==> src/rtl/emmc_ddr_dat_rx.sv <==
// DDR DAT receive path: dual-edge capture, start-bit search, payload pairs, per-lane CRC16, end bit.
// Optional per-engine CRC error vector when EMMC_DDR_RX_LANE_ERR_EN is defined.
`timescale 1ns/1ps
module emmc_ddr_dat_rx #(
  parameter int DAT_W       = 4,
  parameter int BLK_W       = 12,
  parameter int TIMEOUT_CYC = 1024
) (
  input  logic               sd_clk,
  input  logic               rst_n,
  input  logic [DAT_W-1:0]   dat_i,
  input  logic               start_i,
  input  logic               abort_i,
  input  logic [BLK_W-1:0]   blk_size_i,
  output logic [2*DAT_W-1:0] data_o,
  output logic               data_valid_o,
  output logic               busy_o,
  output logic               done_o,
  output logic               crc_err_o,
  output logic               end_err_o,
  output logic               timeout_o
`ifdef EMMC_DDR_RX_LANE_ERR_EN
  ,
  output logic [2*DAT_W-1:0] crc_lane_err_o
`endif
);

  localparam int PW    = 2 * DAT_W;
  localparam int SH    = $clog2(PW);
  localparam int PC_W  = BLK_W + 3;
  localparam int TO_W  = $clog2(TIMEOUT_CYC + 1);
  localparam int CNT_W = (PC_W > TO_W) ? PC_W : TO_W;

  typedef enum logic [2:0] {S_IDLE, S_WAIT, S_DATA, S_CRC, S_END, S_DONE} state_t;

  state_t            state_q, state_d;
  logic [DAT_W-1:0]  rise_q, fall_q;
  logic [PW-1:0]     pair_q;
  logic [CNT_W-1:0]  cnt_q, cnt_d, cnt_inc;
  logic [PC_W-1:0]   npairs_q, npairs_d;
  logic [PC_W-1:0]   blk_bits;
  logic [PW-1:0]     data_q;
  logic              valid_q, valid_d;
  logic              done_q;
  logic              crc_err_q, end_err_q, timeout_q;
  logic              clr, crc_en, set_timeout, set_end;
  logic [PW-1:0]     lane_set, crc_nz;

  assign blk_bits = {blk_size_i, 3'b000};
  assign cnt_inc  = cnt_q + CNT_W'(1);

  always_ff @(posedge sd_clk or negedge rst_n) begin
    if (!rst_n) rise_q <= '0;
    else        rise_q <= dat_i;
  end

  always_ff @(negedge sd_clk or negedge rst_n) begin
    if (!rst_n) fall_q <= '0;
    else        fall_q <= dat_i;
  end

  // One CRC16 engine per bit of the pair: upper half rise lanes, lower half fall lanes.
  for (genvar gi = 0; gi < PW; gi++) begin : g_crc
    logic [15:0] crc_q;
    logic        fb;
    assign fb = crc_q[15] ^ pair_q[gi];
    always_ff @(posedge sd_clk or negedge rst_n) begin
      if (!rst_n)      crc_q <= '0;
      else if (clr)    crc_q <= '0;
      else if (crc_en) crc_q <= {crc_q[14:0], 1'b0} ^ (fb ? 16'h1021 : 16'h0000);
    end
    assign crc_nz[gi] = |crc_q;
  end

  always_comb begin
    state_d     = state_q;
    cnt_d       = cnt_q;
    npairs_d    = npairs_q;
    clr         = 1'b0;
    crc_en      = 1'b0;
    valid_d     = 1'b0;
    set_timeout = 1'b0;
    set_end     = 1'b0;
    lane_set    = '0;
    if (abort_i) begin
      state_d = S_IDLE;
    end else begin
      case (state_q)
        S_IDLE: if (start_i) begin
          clr      = 1'b1;
          cnt_d    = '0;
          npairs_d = blk_bits >> SH;
          // A block that does not fill whole pairs can never end cleanly.
          set_end  = |blk_bits[SH-1:0];
          state_d  = (blk_size_i == '0) ? S_DONE : S_WAIT;
        end
        S_WAIT: begin
          if (pair_q == '0) begin
            cnt_d   = '0;
            state_d = (npairs_q == '0) ? S_CRC : S_DATA;
          end else if (cnt_q == CNT_W'(TIMEOUT_CYC - 1)) begin
            set_timeout = 1'b1;
            state_d     = S_DONE;
          end else begin
            cnt_d = cnt_inc;
          end
        end
        S_DATA: begin
          valid_d = 1'b1;
          crc_en  = 1'b1;
          if (cnt_inc == CNT_W'(npairs_q)) begin
            cnt_d   = '0;
            state_d = S_CRC;
          end else begin
            cnt_d = cnt_inc;
          end
        end
        S_CRC: begin
          crc_en = 1'b1;
          if (cnt_q == CNT_W'(15)) begin
            cnt_d   = '0;
            state_d = S_END;
          end else begin
            cnt_d = cnt_inc;
          end
        end
        S_END: begin
          set_end  = (pair_q != '1);
          lane_set = crc_nz;
          state_d  = S_DONE;
        end
        S_DONE:  state_d = S_IDLE;
        default: state_d = S_IDLE;
      endcase
    end
  end

  always_ff @(posedge sd_clk or negedge rst_n) begin
    if (!rst_n) begin
      state_q   <= S_IDLE;
      pair_q    <= '0;
      cnt_q     <= '0;
      npairs_q  <= '0;
      data_q    <= '0;
      valid_q   <= 1'b0;
      done_q    <= 1'b0;
      crc_err_q <= 1'b0;
      end_err_q <= 1'b0;
      timeout_q <= 1'b0;
    end else begin
      state_q   <= state_d;
      pair_q    <= {rise_q, fall_q};
      cnt_q     <= cnt_d;
      npairs_q  <= npairs_d;
      valid_q   <= valid_d;
      if (valid_d) data_q <= pair_q;
      done_q    <= (state_d == S_DONE);
      crc_err_q <= (crc_err_q & ~clr) | (|lane_set);
      end_err_q <= (end_err_q & ~clr) | set_end;
      timeout_q <= (timeout_q & ~clr) | set_timeout;
    end
  end

`ifdef EMMC_DDR_RX_LANE_ERR_EN
  logic [PW-1:0] lane_err_q;
  always_ff @(posedge sd_clk or negedge rst_n) begin
    if (!rst_n) lane_err_q <= '0;
    else        lane_err_q <= (lane_err_q & {PW{~clr}}) | lane_set;
  end
  assign crc_lane_err_o = lane_err_q;
`endif

  assign data_o       = data_q;
  assign data_valid_o = valid_q;
  assign busy_o       = (state_q != S_IDLE);
  assign done_o       = done_q;
  assign crc_err_o    = crc_err_q;
  assign end_err_o    = end_err_q;
  assign timeout_o    = timeout_q;

endmodule

==> config.mk <==
export PLATFORM = sky130hd
export DESIGN_NAME = emmc_ddr_dat_rx
export DESIGN_NICKNAME = d
export VERILOG_FILES = /design/src/rtl/emmc_ddr_dat_rx.sv
export SDC_FILE = /design/constraint.sdc
export NUM_CORES = 1
export LEC_CHECK = 0
export BUFFER_PORTS_ARGS = -buffer_cell sky130_fd_sc_hd__buf_4
export CORE_UTILIZATION = 55
export DETAILED_ROUTE_END_ITERATION = 10
export GPL_TIMING_DRIVEN = 0
export HOLD_SLACK_MARGIN = 0.08
export PLACE_DENSITY = 0.71
export SLEW_MARGIN = 20
export SYNTH_ARGS = -nofsm -noshare
export SYNTH_HDL_FRONTEND = slang
export SYNTH_SLANG_ARGS = --single-unit
==> constraint.sdc <==
create_clock -name sd_clk -period 2.4 [get_ports sd_clk]
set_input_delay 0.24 -clock sd_clk [delete_from_list [all_inputs] [get_ports sd_clk]]
set_output_delay 0.24 -clock sd_clk [all_outputs]
set_load 0.02 [all_outputs]
==> run metrics <==
status=finished, violations left; failing checks=negative setup slack; CP max FO=10; Worst-path clk slew=around 80 ps; top cells by area, synth=dfrtp_1, nand2_1, nand3_1; setup slack, reg-to-reg=-80 ps; initial core utilization=a little under three fifths; cells along the critical path=ha_2 -> buf_6 -> and3_4 -> nand3_4 -> or4_4 -> nand4_2 -> nand2_2 -> clkbuf_4 -> a32o_1; DRC viols=0; Max Clock Skew=approximately 35 ps; final setup fails=11; input/output buffers=33; clk sinks=approximately 190; die area=roughly 0.016 mm^2; cells after synthesis=941; Primary FF master, synth=dfrtp_1; WP data required=between 2000 and 3000 ps; Die Y=roughly 130 um; achievable frequency=roughly 400 MHz; number of CTS-inserted buffers=17; DRT Pass-1 Iters=5; Pwr Total=6.80 mW; Final Hold Fails=0; fin crit share=103%; R2R Path Start=cnt_q[0]; HPWL Detailed=about 14 mm; worst reg2reg path depth=9; final core utilization=roughly two thirds; Post-synth top cells=nand2_1, dfrtp_1, nand3_1, a21oi_1, clkbuf_1; dominant cell type by area after synthesis=dfrtp_1; Crit. End Element=flop; max_slew headroom=between 50% and 60%; GR Overflow Total=0; CTS max path bufs=2; Placement Rows=between 40 and 50; MaxCap Viol Count=0; pwr/cell area=~680 mW/mm^2; WHS Path Cells=6; Worst-Margin Slew=a little under 700 ps; final worst setup slack=-78.2 ps; asr flop ratio synth=100%; Top Family by Delay on Critical Path=simple AND/OR/NAND/NOR gates; Synth top area share=between 50% and 60%; Tot GR Track Use=around 29%; synthesized net count=between 900 and 1k; # IOs=34; register area share after synthesis=55.0%; share of layout cells above drive strength 1=between 10% and 20%; hold crit path type=input port to flop; Slew Viols, Final=0; critical path class=flop to flop; Leak=around 5 nW; Hold EP=state_q[0]; largest net degree at the start of global routing=99; number of synthesized flops with an enable pin=0; layout net count=1043; CTS Root Cell=clkbuf_16; slowest CP cell=or4_4; post-layout min period=between 2000 and 2500 ps; Buffers & Inverters on Critical Path=2; first-pass GRT wire length=around 36 mm; Worst EP arrival=2820 ps; CTS tree=done; Netlist cell types=58; CP Launch Type=flop; via/cell ratio=between 5 and 6; VDD IR max=around 0.55 mV; Clock Latency Late Sink=approximately 440 ps; Yosys reg bits=approximately 190; R2R Path End=cnt_q[1]; WL/cell=between 15 and 20 um; count leader, synth=nand2_1; CTS H-tree depth=4; core footprint=0.0151 mm^2; vias in the first global route=6969; area grow syn2layout=17.5%; initial antenna violation count=0; largest stage delay on the critical path=520 ps; Antenna Nets Post-Route=0; Placer Congestion=~0.92; DRT iter0 DRCs=approximately 670; RSZ-0062 raised after global routing=yes; Avg Cell Area, Syn=9.04 um^2; vias=7231; Die Span X=roughly 130 um; critical path depth=9; WL final=about 22 mm; ant diodes=0; HP Start=start_i; synthesized area=0.00850 mm^2; Synth Warn #=0
worst max path at each step:
stage | end | startpoint | slack (ps)
3_5_place_dp | g_crc[2].crc_q[5] | state_q[2] | -200
2_1_floorplan | cnt_q[1] | cnt_q[0] | 120
3_3_place_gp | fall_q[1] | rst_n | -1180
6_report | cnt_q[1] | cnt_q[0] | -80
4_1_cts | cnt_q[13] | cnt_q[7] | 1
5_1_grt | cnt_q[14] | cnt_q[0] | -140
sequential cells by signal, indices dropped and copies added (netlist names):
signal	count
data_o	8
rise_q	4
done_o	1
timeout_o	1
end_err_o	1
g_crc.crc_q	128
fall_q	4
data_valid_o	1
pair_q	8
npairs_q	12
state_q	3
cnt_q	15
crc_err_o	1
where the power goes:
part / internal, mW / leakage [nW] / switching (mW)
combinational: 0.256 / 2.14 / 0.351
clock: 1.43 / 0.296 / 1.46
sequential: 3.22 / 2.55 / 0.0835
total: 4.90 / 4.99 / 1.90
routing by layer:
| metal | track usage [%] | up-vias | wire [um] |
|---|---|---|---|
| met3 | 5.10 | 48 | 1160 |
| met1 | 40.8 | 3588 | 9810 |
| met5 | 0 | - | 0 |
| met2 | 46.7 | 227 | 10500 |
| met4 | 10.3 | 0 | 554 |
| li1 | - | 3368 | - |
tightest hold or removal path, cell delays in order:
cell and delay, ps:
buf_4 130, nor2_1 80, nor2_1 40, nor2_1 80
a211o_1 90, o21ai_1 70
cell usage in the layout, fill, tap and decap left out, drive strengths merged, types with 2 or more instances in the layout:
cell / count
clkinv: 9
a21o: 3
a32o: 2
and2: 3
o221ai: 3
mux2i: 2
nand3: 112
and4: 2
nand2: 312
nand4: 22
xor2: 30
dfrtp: 183
a211oi: 2
and3: 3
or4: 6
buf: 67
o21ai: 7
dfrtn: 4
mux2: 8
nor3: 7
o211ai: 2
nand4b: 3
xnor2: 12
nand2b: 2
clkbuf: 60
dlygate4sd3: 18
a21oi: 47
a41oi: 2
nor4: 44
nor2: 28
inv: 10
nand3b: 4
area by class of cell:
cell class              instances  area [um^2]
well taps                     188          235
flip-flops and latches        187         4680
repair buffers                 63          543
multi-input cells             683         3570
plain buffers                  65          323
clock buffers                  17          425
inverters                       5         18.8
clock inverters                15          198
fillers                      1242         5150
what timing repair did:
| action | in CTS | in global routing |
|---|---|---|
| gates cloned | 0 | 1 |
| setup buffers | 8 | 2 |
| resized for setup | 12 | 30 |
| endpoints found under the setup margin | 47 | 147 |
| pin swaps | 4 | 3 |
| hold endpoints to repair | 104 | 0 |
| hold buffers | 18 | 0 |
stage by stage:
| stage | instance area [um^2] | hold slack [ps] | std cells | setup TNS, ps | setup slack [ps] |
|---|---|---|---|---|---|
| 6_report | 9990 | 333 | 1223 | -445 | -78.2 |
| 5_1_grt | 9990 | 354 | 1223 | -1570 | -144 |
| 4_1_cts | 9910 | 330 | 1221 | 0 | 1.36 |
| 3_5_place_dp | 9020 | 288 | 1163 | -2660 | -203 |
| 3_3_place_gp | 8990 | 333 | 1162 | -25350 | -1180 |
| 2_1_floorplan | 8500 | -55.6 | 941 | 0 | 118 |
cells by family after synthesis:
logic type,count (synthesis),share of synthesized area [%]
adder cells (fa/ha/maj),1,0.147
AO/OA/AOI/OAI,76,5.34
buffers and inverters,71,3.65
AND/OR/NAND/NOR,554,30.2
flip-flops,187,55.0
XOR/XNOR,42,4.33
multiplexers,10,1.29
Power figures use the tool's default switching activity.
